## config.mk

```make
export PLATFORM = sky130hd
export DESIGN_NAME = huffman_encoder
export DESIGN_NICKNAME = d
export VERILOG_FILES = /design/src/rtl/huffman_encoder.sv
export SDC_FILE = /design/constraint.sdc
export NUM_CORES = 1
export LEC_CHECK = 0
export CAP_MARGIN = 30
export CORE_UTILIZATION = 39
export CTS_BUF_LIST = sky130_fd_sc_hd__clkbuf_8
export DETAILED_ROUTE_END_ITERATION = 10
export MAX_ROUTING_LAYER = met4
export PLACE_DENSITY = 0.55
export SLEW_MARGIN = 10
export SYNTH_ARGS = -nofsm -noshare
export SYNTH_HDL_FRONTEND = slang
export SYNTH_SLANG_ARGS = --single-unit
```

## constraint.sdc

```tcl
create_clock -name clk -period 4.1 [get_ports clk]
set_input_delay 0.41 -clock clk [delete_from_list [all_inputs] [get_ports clk]]
set_output_delay 0.41 -clock clk [all_outputs]
set_load 0.05 [all_outputs]
```

## src/rtl/huffman_encoder.sv

```systemverilog
// Fixed-codebook Huffman encoder: packs 4-bit weight symbols MSB-first into 32-bit words.
// Optional HUFF_ENC_STATS_EN adds stat_syms/stat_bits counters.
module huffman_encoder #(
  parameter int unsigned ACC_W    = 64,
  parameter int unsigned MAX_CODE = 6
) (
  input  logic        clk,
  input  logic        reset,
  input  logic [3:0]  sym_in,
  input  logic        sym_valid,
  output logic        sym_ready,
  input  logic        flush,
  output logic [31:0] word_out,
  output logic        word_valid,
  input  logic        word_ready,
  output logic        word_last,
  output logic [5:0]  word_bits,
  output logic        flush_done,
`ifdef HUFF_ENC_STATS_EN
  output logic [31:0] stat_syms,
  output logic [31:0] stat_bits,
`endif
  output logic        sym_err
);

  localparam logic [6:0] ReadyMax = 7'(ACC_W - MAX_CODE);

  typedef enum logic [1:0] {StRun, StFlush, StDone} state_e;

  state_e            state_q, state_d;
  logic [ACC_W-1:0]  acc_q, acc_d;
  logic [6:0]        count_q, count_d;
  logic [31:0]       word_out_q, word_out_d;
  logic              word_valid_q, word_valid_d;
  logic              word_last_q, word_last_d;
  logic [5:0]        word_bits_q, word_bits_d;
  logic              sym_err_q, sym_err_d;

  logic              out_free;
  logic              accept;
  logic [2:0]        code_len;
  logic [5:0]        code_bits;

  // Returns {length, code left-aligned in 6 bits}; length 0 marks the unmapped symbol.
  function automatic logic [8:0] lookup(input logic [3:0] s);
    logic [8:0] r;
    case (s)
      4'h0:    r = {3'd2, 6'b000000};
      4'h1:    r = {3'd3, 6'b110000};
      4'hE:    r = {3'd3, 6'b010000};
      4'hF:    r = {3'd3, 6'b101000};
      4'h2:    r = {3'd4, 6'b111000};
      4'h7:    r = {3'd4, 6'b100000};
      4'hD:    r = {3'd4, 6'b011100};
      4'h3:    r = {3'd5, 6'b100100};
      4'h4:    r = {3'd5, 6'b011000};
      4'h9:    r = {3'd5, 6'b111110};
      4'hC:    r = {3'd5, 6'b100110};
      4'h5:    r = {3'd6, 6'b111100};
      4'h6:    r = {3'd6, 6'b011010};
      4'hA:    r = {3'd6, 6'b011011};
      4'hB:    r = {3'd6, 6'b111101};
      default: r = 9'd0;
    endcase
    return r;
  endfunction

  assign {code_len, code_bits} = lookup(sym_in);

  assign sym_ready = (state_q == StRun) && (count_q <= ReadyMax);
  assign accept    = sym_valid && sym_ready && !flush;
  assign out_free  = !word_valid_q || word_ready;

  always_comb begin
    state_d      = state_q;
    acc_d        = acc_q;
    count_d      = count_q;
    word_out_d   = word_out_q;
    word_bits_d  = word_bits_q;
    word_last_d  = word_last_q;
    word_valid_d = word_valid_q && !word_ready;
    sym_err_d    = 1'b0;

    // Full-word drain runs in every state and precedes any append.
    if (count_q >= 7'd32 && out_free) begin
      word_out_d   = acc_q[ACC_W-1 -: 32];
      word_bits_d  = 6'd32;
      word_last_d  = 1'b0;
      word_valid_d = 1'b1;
      acc_d        = {acc_q[ACC_W-33:0], 32'd0};
      count_d      = count_q - 7'd32;
    end

    unique case (state_q)
      StRun: begin
        if (flush && sym_ready) begin
          state_d = StFlush;
        end else if (accept) begin
          if (code_len == 3'd0) begin
            sym_err_d = 1'b1;
          end else begin
            acc_d   = acc_d | ({code_bits, 58'd0} >> count_d);
            count_d = count_d + 7'(code_len);
          end
        end
      end
      StFlush: begin
        if (count_q == 7'd0) begin
          state_d = StDone;
        end else if (count_q < 7'd32 && out_free) begin
          word_out_d   = acc_q[ACC_W-1 -: 32];
          word_bits_d  = count_q[5:0];
          word_last_d  = 1'b1;
          word_valid_d = 1'b1;
          acc_d        = '0;
          count_d      = 7'd0;
          state_d      = StDone;
        end
      end
      StDone: begin
        acc_d   = '0;
        count_d = 7'd0;
        state_d = StRun;
      end
      default: state_d = StRun;
    endcase
  end

  always_ff @(posedge clk or negedge reset) begin
    if (!reset) begin
      state_q      <= StRun;
      acc_q        <= '0;
      count_q      <= 7'd0;
      word_out_q   <= 32'd0;
      word_valid_q <= 1'b0;
      word_last_q  <= 1'b0;
      word_bits_q  <= 6'd0;
      sym_err_q    <= 1'b0;
    end else begin
      state_q      <= state_d;
      acc_q        <= acc_d;
      count_q      <= count_d;
      word_out_q   <= word_out_d;
      word_valid_q <= word_valid_d;
      word_last_q  <= word_last_d;
      word_bits_q  <= word_bits_d;
      sym_err_q    <= sym_err_d;
    end
  end

  assign word_out   = word_out_q;
  assign word_valid = word_valid_q;
  assign word_last  = word_last_q;
  assign word_bits  = word_bits_q;
  assign sym_err    = sym_err_q;
  assign flush_done = (state_q == StDone);

`ifdef HUFF_ENC_STATS_EN
  logic [31:0] stat_syms_q, stat_bits_q;

  always_ff @(posedge clk or negedge reset) begin
    if (!reset) begin
      stat_syms_q <= 32'd0;
      stat_bits_q <= 32'd0;
    end else if (accept && code_len != 3'd0) begin
      stat_syms_q <= stat_syms_q + 32'd1;
      stat_bits_q <= stat_bits_q + 32'(code_len);
    end
  end

  assign stat_syms = stat_syms_q;
  assign stat_bits = stat_bits_q;
`endif

endmodule
```

==> results.sh, run 1 <==
export IMPL_status="completed"
export IMPL_crit_start="sym_in[1]"
export IMPL_cts_buffers=17
export IMPL_start_util_pct=39.7
export IMPL_die_x_um=123
export IMPL_critical_path_class="in -> reg"
export IMPL_fin_skew_ps=13.8
export IMPL_timing_final_crit_period_ps=3000
export IMPL_n_antenna_cell=0
export IMPL_yosys_area_top_type_share_pct=49.6
export IMPL_p_comb_share_pct=43.4
export IMPL_fmax_mhz=334
export IMPL_dp_hpwl_mm=9.76
export IMPL_dr_total_vias=4518
export IMPL_hp_class="in -> async"
export IMPL_initialDrtViolationCount=325
export IMPL_drtAntennaViolNets=0
export IMPL_cts_resized=0
export IMPL_ys_async_sr_fraction_pct=100
export IMPL_antenna_found_initial=0
export IMPL_clk_latency_ps=430
export IMPL_rr_worst_depth=9
export IMPL_arrival_ps=3340
export IMPL_overflow=0
export IMPL_yosysTopAreaCell="dfrtp_1"
export IMPL_gr_usage_met1_pct=29.2
export IMPL_rsz0062_at_grt="false"
export IMPL_cts_tree="yes"
export IMPL_ys_flop_type="dfrtp_1"
export IMPL_io_pins=52
export IMPL_rows=44
export IMPL_clockPowerShare_pct=25.4
export IMPL_grt_pass1_wl_mm=23.7
export IMPL_wl_per_cell_um=18.0
export IMPL_synth_common_cells="dfrtp_1, nand2_1, o21ai_0, mux2_2, mux2i_1"
export IMPL_worstSetupEndpointType="flip-flop"
export IMPL_place_gp_congestion=0.897
export IMPL_cts_htree_levels=4
export IMPL_grt_most_used_layer="met2"
export IMPL_ir_drop_v=0.000353
export IMPL_clkSlewWorstSetupHoldPaths_ps=80
export IMPL_drv_cap=0
export IMPL_place_ws_ps=683
export IMPL_use_met2_pct=31.0
export IMPL_drtPass1Iterations=5
export IMPL_rr_startpoint="count_q[5]"
export IMPL_root_buffer="clkbuf_8"
export IMPL_die_h_um=123
export IMPL_setup_viol=0
export IMPL_crit_required_ps=4440
export IMPL_drive_gt1_share_pct=15.9
export IMPL_drc=0
export IMPL_clock_path_buffers=2
export IMPL_design_core_area_sq_mm=0.0145
export IMPL_portBuffers=51
export IMPL_postCtsHoldBufs=0
export IMPL_yosys_warnings=0
export IMPL_totalWireLength_mm=14.4
export IMPL_clock_sinks=114
export IMPL_slew_headroom_pct=54.1
export IMPL_syn_to_final_growth_pct=19.8
export IMPL_syn_inst=548
export IMPL_yosysMostFrequentCell="dfrtp_1"
export IMPL_grt_total_usage_pct=21.2
export IMPL_drv_slew=0
export IMPL_p_sw_share_pct=42.4
export IMPL_synth_distinct_cells=62
export IMPL_finalWorstSetupSlack_ps=1100
export IMPL_cp_max_fo=11
export IMPL_syn_nets=570
export IMPL_die_area_sq_mm=0.0152
export IMPL_final_cells=800
export IMPL_grt_pass1_vias=4332
export IMPL_p_seq_share_pct=31.2
export IMPL_synth_seq_cells=114
export IMPL_final_nets=625
export IMPL_post_cts_buffers=0
export IMPL_fin_tns_setup_ps=0
export IMPL_grt_use_met3_pct=3.32
export IMPL_synth_area_sq_mm=0.00575
export IMPL_syn_avg_cell_area_sq_um=10.5
export IMPL_p_per_area_mw_per_mm2=626
export IMPL_tightest_slew_ps=688
export IMPL_crit_path_start_kind="input pin"
export IMPL_leakage_nw=3.09
export IMPL_power_switching_mw=1.83
export IMPL_via_per_inst=5.65
export IMPL_grt_max_degree=52
export IMPL_hold_viol=0
export IMPL_yosysSeqAreaShare_pct=49.6
export IMPL_fin_crit_sh_pct=73.1
export IMPL_placed_cells=768
export IMPL_power_internal_mw=2.48
export IMPL_synth_edf_count=0
export IMPL_ys_top_cells_by_area="dfrtp_1, mux2_2, mux2i_1"
-- power by group through the flow --
stage / Combinational, mW / Clock, mW / Sequential (mW)
3_3_place_gp: 1.84 / 0 / 1.36
6_report: 1.87 / 1.10 / 1.34
3_5_place_dp: 1.87 / 0 / 1.37
2_1_floorplan: 1.22 / 0 / 1.47
4_1_cts: 1.87 / 1.12 / 1.34
5_1_grt: 2.01 / 1.17 / 1.36
-- final cells by class --
cell class	instances	area, sq um
timing repair buffer	66	618
multi-input combinational	386	2710
clock buffer	18	248
clock inverter	14	163
fill	1345	7590
sequential	114	2850
tap	184	230
inverter	18	67.6
-- kinds of logic (layout without fill, tap and decap cells) --
group           after synthesis  in the layout  share of synthesized area, %
flops                       114            114                          49.6
fa+ha+maj                    13             13                          2.96
compound gates              143            143                          17.2
xor+xnor                      3              3                         0.457
buf+inv                      48            116                          3.55
simple gates                156            156                          13.0
mux                          71             71                          13.2
-- path summary, 6_finish.rpt --
check	endpoint	slack, ps
worst max-delay path	count_q[6]	1100
worst min-delay path	word_out[24]	9
worst max register to register	count_q[3]	1290
worst min register to register	acc_q[20]	480
max in group asynchronous	word_bits[0]	3130
min in group clk	acc_q[20]	480
-- flip-flops by register name, indices dropped and copies added (netlist names) --
register    count
word_last       1
word_valid      1
count_q         7
state_q         2
acc_q          64
sym_err         1
word_bits       6
word_out       32
-- per-layer routing --
layer	wire length, um	share of wire, %	vias up
met4	269	1.9	0
met1	6940	48	2255
met2	6640	46	138
li1	-	-	2104
met5	0	0	-
met3	564	3.9	21
-- worst max-delay path, stage by stage --
cell and delay, ps:
clkdlybuf4s50_1 680, inv_1 180, ha_1 350, and2_1 190, nor2_1 60, o21ai_0 240, inv_1 90, fa_1 410
inv_1 70, a21oi_1 110, or3_1 330, o211ai_1 200
-- stage by stage --
step	util, %	instance area (sq um)	hold slack (ps)	total power, mW
global route	47.6	6890	45.1	4.55
detailed placement	44.7	6470	470	3.23
CTS	47.6	6890	32.1	4.34
finish	47.6	6890	9.10	4.31
floorplan	-	5750	114	2.69
global placement	44.7	6470	461	3.21
-- placed cells by master, fill, tap and decap left out, drive strengths merged, types with 6 or more instances in the layout --
| cell type | instances |
|---|---|
| o21ai | 43 |
| mux2 | 37 |
| nand2b | 8 |
| clkinv | 6 |
| dfrtp | 114 |
| nor3 | 15 |
| mux2i | 34 |
| inv | 20 |
| nand2 | 69 |
| clkdlybuf4s50 | 50 |
| nand3 | 9 |
| clkbuf | 18 |
| ha | 12 |
| buf | 16 |
| a21oi | 13 |
| nor2 | 23 |
| o22ai | 32 |
| nor2b | 12 |
No activity file was read; power rests on OpenSTA's default activity.
==> inputs of run 2 (changes only) <==
==> constraint.sdc (replaced) <==
create_clock -name clk -period 2.96 [get_ports clk]
set_input_delay 0.296 -clock clk [delete_from_list [all_inputs] [get_ports clk]]
set_output_delay 0.296 -clock clk [all_outputs]
set_load 0.05 [all_outputs]
==> results.sh, run 2 (synthesized netlist as in run 1, its figures left out) <==
export IMPL_root_buffer="clkbuf_8"
export IMPL_rr_startpoint="count_q[1]"
export IMPL_drv_slew=0
export IMPL_io_pins=52
export IMPL_timing_rr_end="acc_q[6]"
export IMPL_wl_per_cell_um=18.1
export IMPL_start_util_pct=39.7
export IMPL_final_nets=647
export IMPL_rsz0062_at_grt="false"
export IMPL_totalWireLength_mm=14.8
export IMPL_die_h_um=123
export IMPL_via_per_inst=5.52
export IMPL_fillers=1337
export IMPL_cts_tree="yes"
export IMPL_hp_class="in -> reg"
export IMPL_antenna_found_initial=0
export IMPL_hold_viol=0
export IMPL_drtPass1Iterations=7
export IMPL_tightest_slew_ps=784
export IMPL_initialDrtViolationCount=266
export IMPL_dr_total_vias=4515
export IMPL_drive_gt1_share_pct=18.0
export IMPL_worstSetupEndpointType="flip-flop"
export IMPL_whs_path_depth=3
export IMPL_overflow=0
export IMPL_rr_worst_depth=6
export IMPL_layout_commonest_cell="dfrtp_1"
export IMPL_final_cell_area_sq_mm=0.00700
export IMPL_grt_pass1_wl_mm=24.0
export IMPL_fin_crit_sh_pct=89.1
export IMPL_fmax_mhz=379
export IMPL_clock_sinks=114
export IMPL_portBuffers=51
export IMPL_dpl_cell_area_sq_mm=0.00665
export IMPL_design_core_area_sq_mm=0.0145
export IMPL_rows=44
export IMPL_grt_total_usage_pct=21.6
export IMPL_grt_pass1_vias=4500
export IMPL_p_per_area_mw_per_mm2=836
export IMPL_critical_path_class="reg -> reg"
export IMPL_clk_latency_ps=440
export IMPL_cts_htree_levels=4
export IMPL_place_gp_congestion=0.923
export IMPL_status="completed"
export IMPL_drc=0
export IMPL_slew_headroom_pct=47.7
export IMPL_cp_max_fo=5
export IMPL_ir_drop_v=0.000474
export IMPL_die_area_sq_mm=0.0152
export IMPL_crit_path_start_kind="flip-flop"
export IMPL_timing_final_crit_period_ps=2640
export IMPL_syn_to_final_growth_pct=21.7
export IMPL_arrival_ps=2990
export IMPL_holdPathEnd="state_q[0]"
export IMPL_clock_path_buffers=2
export IMPL_most_common_layout_cells="dfrtp_1, nand2_1, clkdlybuf4s50_1"
export IMPL_placed_cells=789
export IMPL_cts_resized=0
export IMPL_leakage_nw=3.18
export IMPL_clkSlewWorstSetupHoldPaths_ps=70
export IMPL_fin_util_pct=48.3
export IMPL_drtAntennaViolNets=0
export IMPL_die_x_um=123
export IMPL_min_from="flush"
export IMPL_final_cells=818
export IMPL_drv_cap=0
export IMPL_dp_hpwl_mm=10.4
export IMPL_regMostFlops="acc_q"
export IMPL_fin_skew_ps=7.90
export IMPL_cts_buffers=17
export IMPL_setup_viol=0
export IMPL_r2r_slack_ps=320
export IMPL_largest_reg_flops=64
export IMPL_grt_max_degree=59
export IMPL_n_antenna_cell=0
export IMPL_crit_required_ps=3320
run 2: cell types whose count changed in the layout (fill, tap and decap cells not counted), sizes merged:
cell         change
dlygate4sd3      +1
clkbuf           +2
inv              -1
clkinvlp         -3
buf             +21
bufinv           -2
run 2: layout make-up:
type	instances	area, sq um	area share, %
multi-input combinational	386	2710	38.7
sequential	114	2850	40.8
clock inverter	8	66.3	0.947
tap	184	230	3.29
inverter	18	67.6	0.965
clock buffer	20	275	3.93
timing repair buffer	88	801	11.4
run 2: metrics by stage:
stage          hold slack, ps  TNS, ps  setup slack [ps]  power, mW
2_1_floorplan           0.409        0               684       3.72
3_3_place_gp              417        0              47.7       4.57
3_5_place_dp              432     -285             -79.8       4.60
4_1_cts                   466        0               310       5.91
5_1_grt                   507        0               148       6.21
6_report                  469        0               322       5.85
run 2: critical path, cell delays in order (launching register included):
cell	delay, ps
dfrtp_1	470
or4_4	610
o31ai_4	300
nand4_1	280
a211oi_2	420
nand2_1	240
o21ai_0	210
run 2: power breakdown:
group | switching [mW] | total [mW] | internal [mW] | leakage, nW
Sequential | 0.142 | 1.85 | 1.70 | 1.58
Combinational | 1.74 | 2.71 | 0.979 | 1.42
Clock | 0.593 | 1.29 | 0.698 | 0.188
run 2: worst max path at each step:
stage	end	slack, ps	start
floorplan	count_q[6]	680	sym_in[3]
global placement	count_q[4]	50	sym_in[0]
detailed placement	count_q[6]	-80	sym_in[0]
CTS	sym_ready	310	count_q[6]
global route	acc_q[25]	150	count_q[1]
finish	acc_q[6]	320	count_q[1]
run 2: repair_timing:
action,CTS,global route
hold endpoints to repair,57,0
hold buffers,1,0
setup buffers,0,0
setup endpoints to repair,0,0
run 2: per-layer routing:
metal  track usage [%]  vias to the layer above  part of all wire, %
li1                  -                     2150                    -
met1              28.8                     2219                   48
met2              31.9                      119                   45
met3              5.17                       27                  4.1
met4              7.68                        0                  2.2
met5                 -                        -                    0
